==> src/rtl/mem_access_seq.sv <==
// mem_access_seq: memory-access sequencer between the multi-cycle controller
// and a single-ported, variable-latency memory bus. It turns the controller's
// MemRead/MemWrite strobes into a req/ack bus transaction, loads the IR or
// MDR with read data, and holds the controller via stall until the access is
// complete. A bus that never acknowledges is abandoned after TIMEOUT request
// cycles, and the sticky bus_err flag is raised.
//
// Optional feature: define MEM_ALIGN_CHECK_EN to reject misaligned accesses.
// A rejected access never reaches the bus and sets the sticky misalign flag.
// When the macro is not defined, misalign is tied to 0 and the low two
// address bits are dropped on the bus.
module mem_access_seq #(
  parameter int ADDR_W  = 32,
  parameter int TIMEOUT = 16
) (
  input  logic              clk,
  input  logic              rst,
  input  logic              MemRead,
  input  logic              MemWrite,
  input  logic              IorD,
  input  logic              IRWrite,
  input  logic [31:0]       pc,
  input  logic [31:0]       alu_out,
  input  logic [31:0]       wdata,
  output logic              mem_req,
  output logic              mem_we,
  output logic [ADDR_W-1:0] mem_addr,
  output logic [31:0]       mem_wdata,
  input  logic              mem_ack,
  input  logic [31:0]       mem_rdata,
  output logic [31:0]       ir,
  output logic [31:0]       mdr,
  output logic              stall,
  output logic              bus_err,
  output logic              misalign
);

  typedef enum logic [1:0] {
    IDLE,
    REQ,
    DONE
  } state_t;

  localparam int CNT_W = $clog2(TIMEOUT + 1);
  localparam logic [CNT_W-1:0] CNT_LAST = CNT_W'(TIMEOUT - 1);
  localparam logic [ADDR_W-1:0] WORD_MASK = {{(ADDR_W-2){1'b1}}, 2'b00};

  state_t           state;
  logic             tgt_ir;
  logic [CNT_W-1:0] count;
  logic             access_start;
  logic [31:0]      sel_addr;

  assign access_start = MemRead | MemWrite;
  assign sel_addr     = IorD ? alu_out : pc;

`ifdef MEM_ALIGN_CHECK_EN
  logic misaligned_req;
  assign misaligned_req = (sel_addr[1:0] != 2'b00);
`else
  assign misalign = 1'b0;
`endif

  // Sequencer FSM: capture the request in IDLE, hold the bus in REQ until ack
  // or timeout, and spend one DONE cycle releasing the controller.
  always_ff @(posedge clk or posedge rst) begin
    if (rst) begin
      state     <= IDLE;
      mem_req   <= 1'b0;
      mem_we    <= 1'b0;
      mem_addr  <= '0;
      mem_wdata <= '0;
      ir        <= '0;
      mdr       <= '0;
      bus_err   <= 1'b0;
      tgt_ir    <= 1'b0;
      count     <= '0;
`ifdef MEM_ALIGN_CHECK_EN
      misalign  <= 1'b0;
`endif
    end else begin
      case (state)
        IDLE: begin
          if (access_start) begin
`ifdef MEM_ALIGN_CHECK_EN
            if (misaligned_req) begin
              misalign <= 1'b1;
              state    <= DONE;
            end else begin
              mem_req   <= 1'b1;
              mem_we    <= MemWrite;
              mem_addr  <= sel_addr[ADDR_W-1:0] & WORD_MASK;
              mem_wdata <= wdata;
              tgt_ir    <= IRWrite & ~MemWrite;
              count     <= '0;
              state     <= REQ;
            end
`else
            mem_req   <= 1'b1;
            mem_we    <= MemWrite;
            mem_addr  <= sel_addr[ADDR_W-1:0] & WORD_MASK;
            mem_wdata <= wdata;
            tgt_ir    <= IRWrite & ~MemWrite;
            count     <= '0;
            state     <= REQ;
`endif
          end
        end
        REQ: begin
          if (mem_ack) begin
            mem_req <= 1'b0;
            if (!mem_we) begin
              if (tgt_ir) ir  <= mem_rdata;
              else        mdr <= mem_rdata;
            end
            state <= DONE;
          end else if (count == CNT_LAST) begin
            mem_req <= 1'b0;
            bus_err <= 1'b1;
            state   <= DONE;
          end else begin
            count <= count + 1'b1;
          end
        end
        DONE: begin
          count <= '0;
          state <= IDLE;
        end
        default: state <= IDLE;
      endcase
    end
  end

  // Stall is combinational so the controller freezes in the same cycle the
  // strobe is first seen; it is forced low while reset is asserted.
  always_comb begin
    stall = 1'b0;
    if (!rst) begin
      case (state)
        IDLE:    stall = access_start;
        REQ:     stall = 1'b1;
        default: stall = 1'b0;
      endcase
    end
  end

endmodule
==> config.mk <==
export PLATFORM = sky130hd
export DESIGN_NAME = mem_access_seq
export DESIGN_NICKNAME = d
export VERILOG_FILES = /design/src/rtl/mem_access_seq.sv
export SDC_FILE = /design/constraint.sdc
export NUM_CORES = 1
export LEC_CHECK = 0
export ABC_AREA = 1
export ABC_CLOCK_PERIOD_IN_PS = 5400
export CAP_MARGIN = 20
export CORE_UTILIZATION = 45
export CTS_CLUSTER_SIZE = 16
export DETAILED_ROUTE_END_ITERATION = 10
export DONT_BUFFER_PORTS = 1
export MAX_ROUTING_LAYER = met4
export SLEW_MARGIN = 10
export SYNTH_ARGS = -nofsm -noshare
export SYNTH_HDL_FRONTEND = slang
export SYNTH_SLANG_ARGS = --single-unit
==> constraint.sdc <==
create_clock -name clk -period 5.4 [get_ports clk]
set_input_delay 0.81 -clock clk [delete_from_list [all_inputs] [get_ports clk]]
set_output_delay 0.81 -clock clk [all_outputs]
set_load 0.05 [all_outputs]
==> flow_summary.yaml <==
run_status:
  outcome: "complete, no violations"
timing:
  tns_ns: 0
  hold_viol: 0
  fin_hold_ws_ns: 0.3834
  min_period_over_period_pct: 51.60
  rsz0062_at_grt: "false"
  drv_slew: 0
  slew_headroom_pct: 41.83
  worstMarginPinSlew_ns: 0.8726
  period_minus_slack_ns: 2.786
  final.setup_skew_ns: 0.01105
  fmax_mhz: 358.9
  setup_violations: 0
worst_setup_path:
  reg2reg_from: "mem_we$_DFFE_PP0P_"
  required_ns: 4.59
  end_kind: "output port"
  worst-path-max-fanout: 66
  arrival_ns: 1.98
  r2r_slack_ns: 3.40
  r2r_end: "mdr[8]$_DFFE_PP0P_"
  r2r_cells: 3
  path_class: "flop to output port"
  critPathLaunchType: "flop"
yosys:
  yosysSeqAreaShare_pct: 59.36
  yosys_warnings: 0
  synth_area_mm2: 0.005776
  synthesis.instances: 698
  synth_ff_type: "dfrtp_1"
  netlist_top_cells_area: "dfrtp_1 (59%), nand2_1 (19%), o21ai_0 (8.0%)"
  synthDistinctLibCells: 23
  synth_enable_flop_cells: 0
  synth_top_cell_area_share_pct: 59.36
  yosys_register_bits: 137
  yosysTopAreaCell: "dfrtp_1"
  syn_area_per_cell_um2: 8.274
  synthArstFlopShare_pct: 100.0
global_route:
  grt_start_max_net_pins: 97
  grt-ovfl-total: 0
  antenna_found_initial: 0
  grt_pass1_vias: 4030
  grt_pass1_wl_um: 19400
  grt_use_total_pct: 20.15
finish:
  layout.nets: 825
  n_antenna_cell: 0
  multi_input_area_mm2: 0.001797
  layout_commonest_cell: "nand2_1"
  instances_no_fill: 873
  mostFrequentLayoutCells: "nand2_1 (294), dfrtp_1 (137), inv_1 (101)"
  drive_gt1_share_pct: 6.705
  syn2layout_area_growth_pct: 11.68
  n_fill_cell: 1191
  regArea_mm2: 0.003428
drt:
  drtPass1Iterations: 6
  viasPerCell: 4.805
  drc: 0
  ant_nets: 0
  wire_per_inst_um: 14.69
  totalWireLength_um: 12820
  met1Wirelength_um: 4834
  vias: 4195
  top_layer_used: "met4"
  wl_met3_um: 1417
  route.met2.wl_um: 6265
  drt_iter0_drc: 196
die:
  start_util_pct: 45.95
  dieArea_mm2: 0.01329
  die_x_um: 115.3
  core.rowCount: 41
  core-area_mm2: 0.01257
  die_h_um: 115.3
  io_pins: 268
place:
  hpwl_um: 9030
  portBuffers: 0
  routabilityCongestion: 0.7997
  place_inst: 841
clock_network:
  clkTransAtPathRegs_ns: 0.06
  worst_skew_pair.late_latency_ns: 0.42
  htreeDepth: 4
  cts_buffers: 17
  cts_buffer_depth: 2
  cts_tree: "yes"
  postCtsHoldBufs: 0
  cts_setup_buffers: 0
  cts_root_buffer: "clkbuf_16"
  cts.sinks: 137
  cts_resized: 0
hold_path:
  worst_hold_path_type: "input pin to async pin"
job:
  maxCapViolations: 0
final cells by class:
class / count / share of cell area (%)
Multi-Input combinational cell: 423 / 27.86
Sequential cell: 137 / 53.15
Tap cell: 172 / 3.337
Clock buffer: 18 / 6.654
Timing Repair Buffer: 5 / 0.5820
Clock inverter: 14 / 2.289
Inverter: 104 / 6.130
Yosys cell counts, types with 5 or more instances:
master	n
nand2_1	294
nand3_1	6
o21ai_1	11
dfrtp_1	137
clkbuf_1	15
buf_4	6
inv_1	103
o21ai_0	92
nor2_1	5
buf_2	9
metal layers:
| layer | up-vias | track usage [%] |
|---|---|---|
| met2 | 188 | 33.05 |
| met3 | 24 | 8.698 |
| met1 | 1906 | 20.41 |
| met5 | - | - |
| li1 | 2077 | - |
| met4 | 0 | 10.48 |
kinds of logic after synthesis:
group	after synthesis	share of synthesized area (%)
other cells	1	0.06493
simple gates	313	21.23
buf+inv	140	9.748
compound gates	105	9.164
flops	137	59.36
fa+ha+maj	2	0.4332
critical path, stage by stage (launching register included):
cell	delay (ns)
dfrtp_1	0.42
nor3_2	0.18
buf_4	0.51
inv_2	0.07
a21oi_1	0.15
buf_4	0.22
stage by stage:
step | setup WS, ns | area (um^2) | utilization, %
after floorplan | 0.9222 | 5783 | -
after global placement | 2.682 | 5873 | 46.73
after detailed placement | 2.655 | 5873 | 46.73
after CTS | 2.553 | 6450 | 51.32
after global routing | 2.455 | 6450 | 51.32
final | 2.614 | 6450 | 51.32
state kept, by name (all words and copies together), names as in the netlist:
| name | flops |
|---|---|
| mem_req | 1 |
| mem_wdata | 32 |
| state | 2 |
| mem_we | 1 |
| ir | 32 |
| mdr | 32 |
| tgt_ir | 1 |
| bus_err | 1 |
| mem_addr | 30 |
| count | 5 |
worst max-delay path by stage:
| stage | startpoint | endpoint | slack (ns) | cells after the start |
|---|---|---|---|---|
| floorplan | rst | bus_err$_DFFE_PP0P_ | 0.92 | 1 |
| detailed placement | MemRead | stall | 2.65 | 6 |
| global placement | MemRead | stall | 2.68 | 6 |
| global route | state[0]$_DFFE_PP0P_ | stall | 2.46 | 5 |
| CTS | state[0]$_DFFE_PP0P_ | stall | 2.55 | 5 |
| finish | state[0]$_DFFE_PP0P_ | stall | 2.61 | 5 |
Power is not shown: default switching activity piles up to over one toggle a cycle in this logic, so the estimate is an artifact.
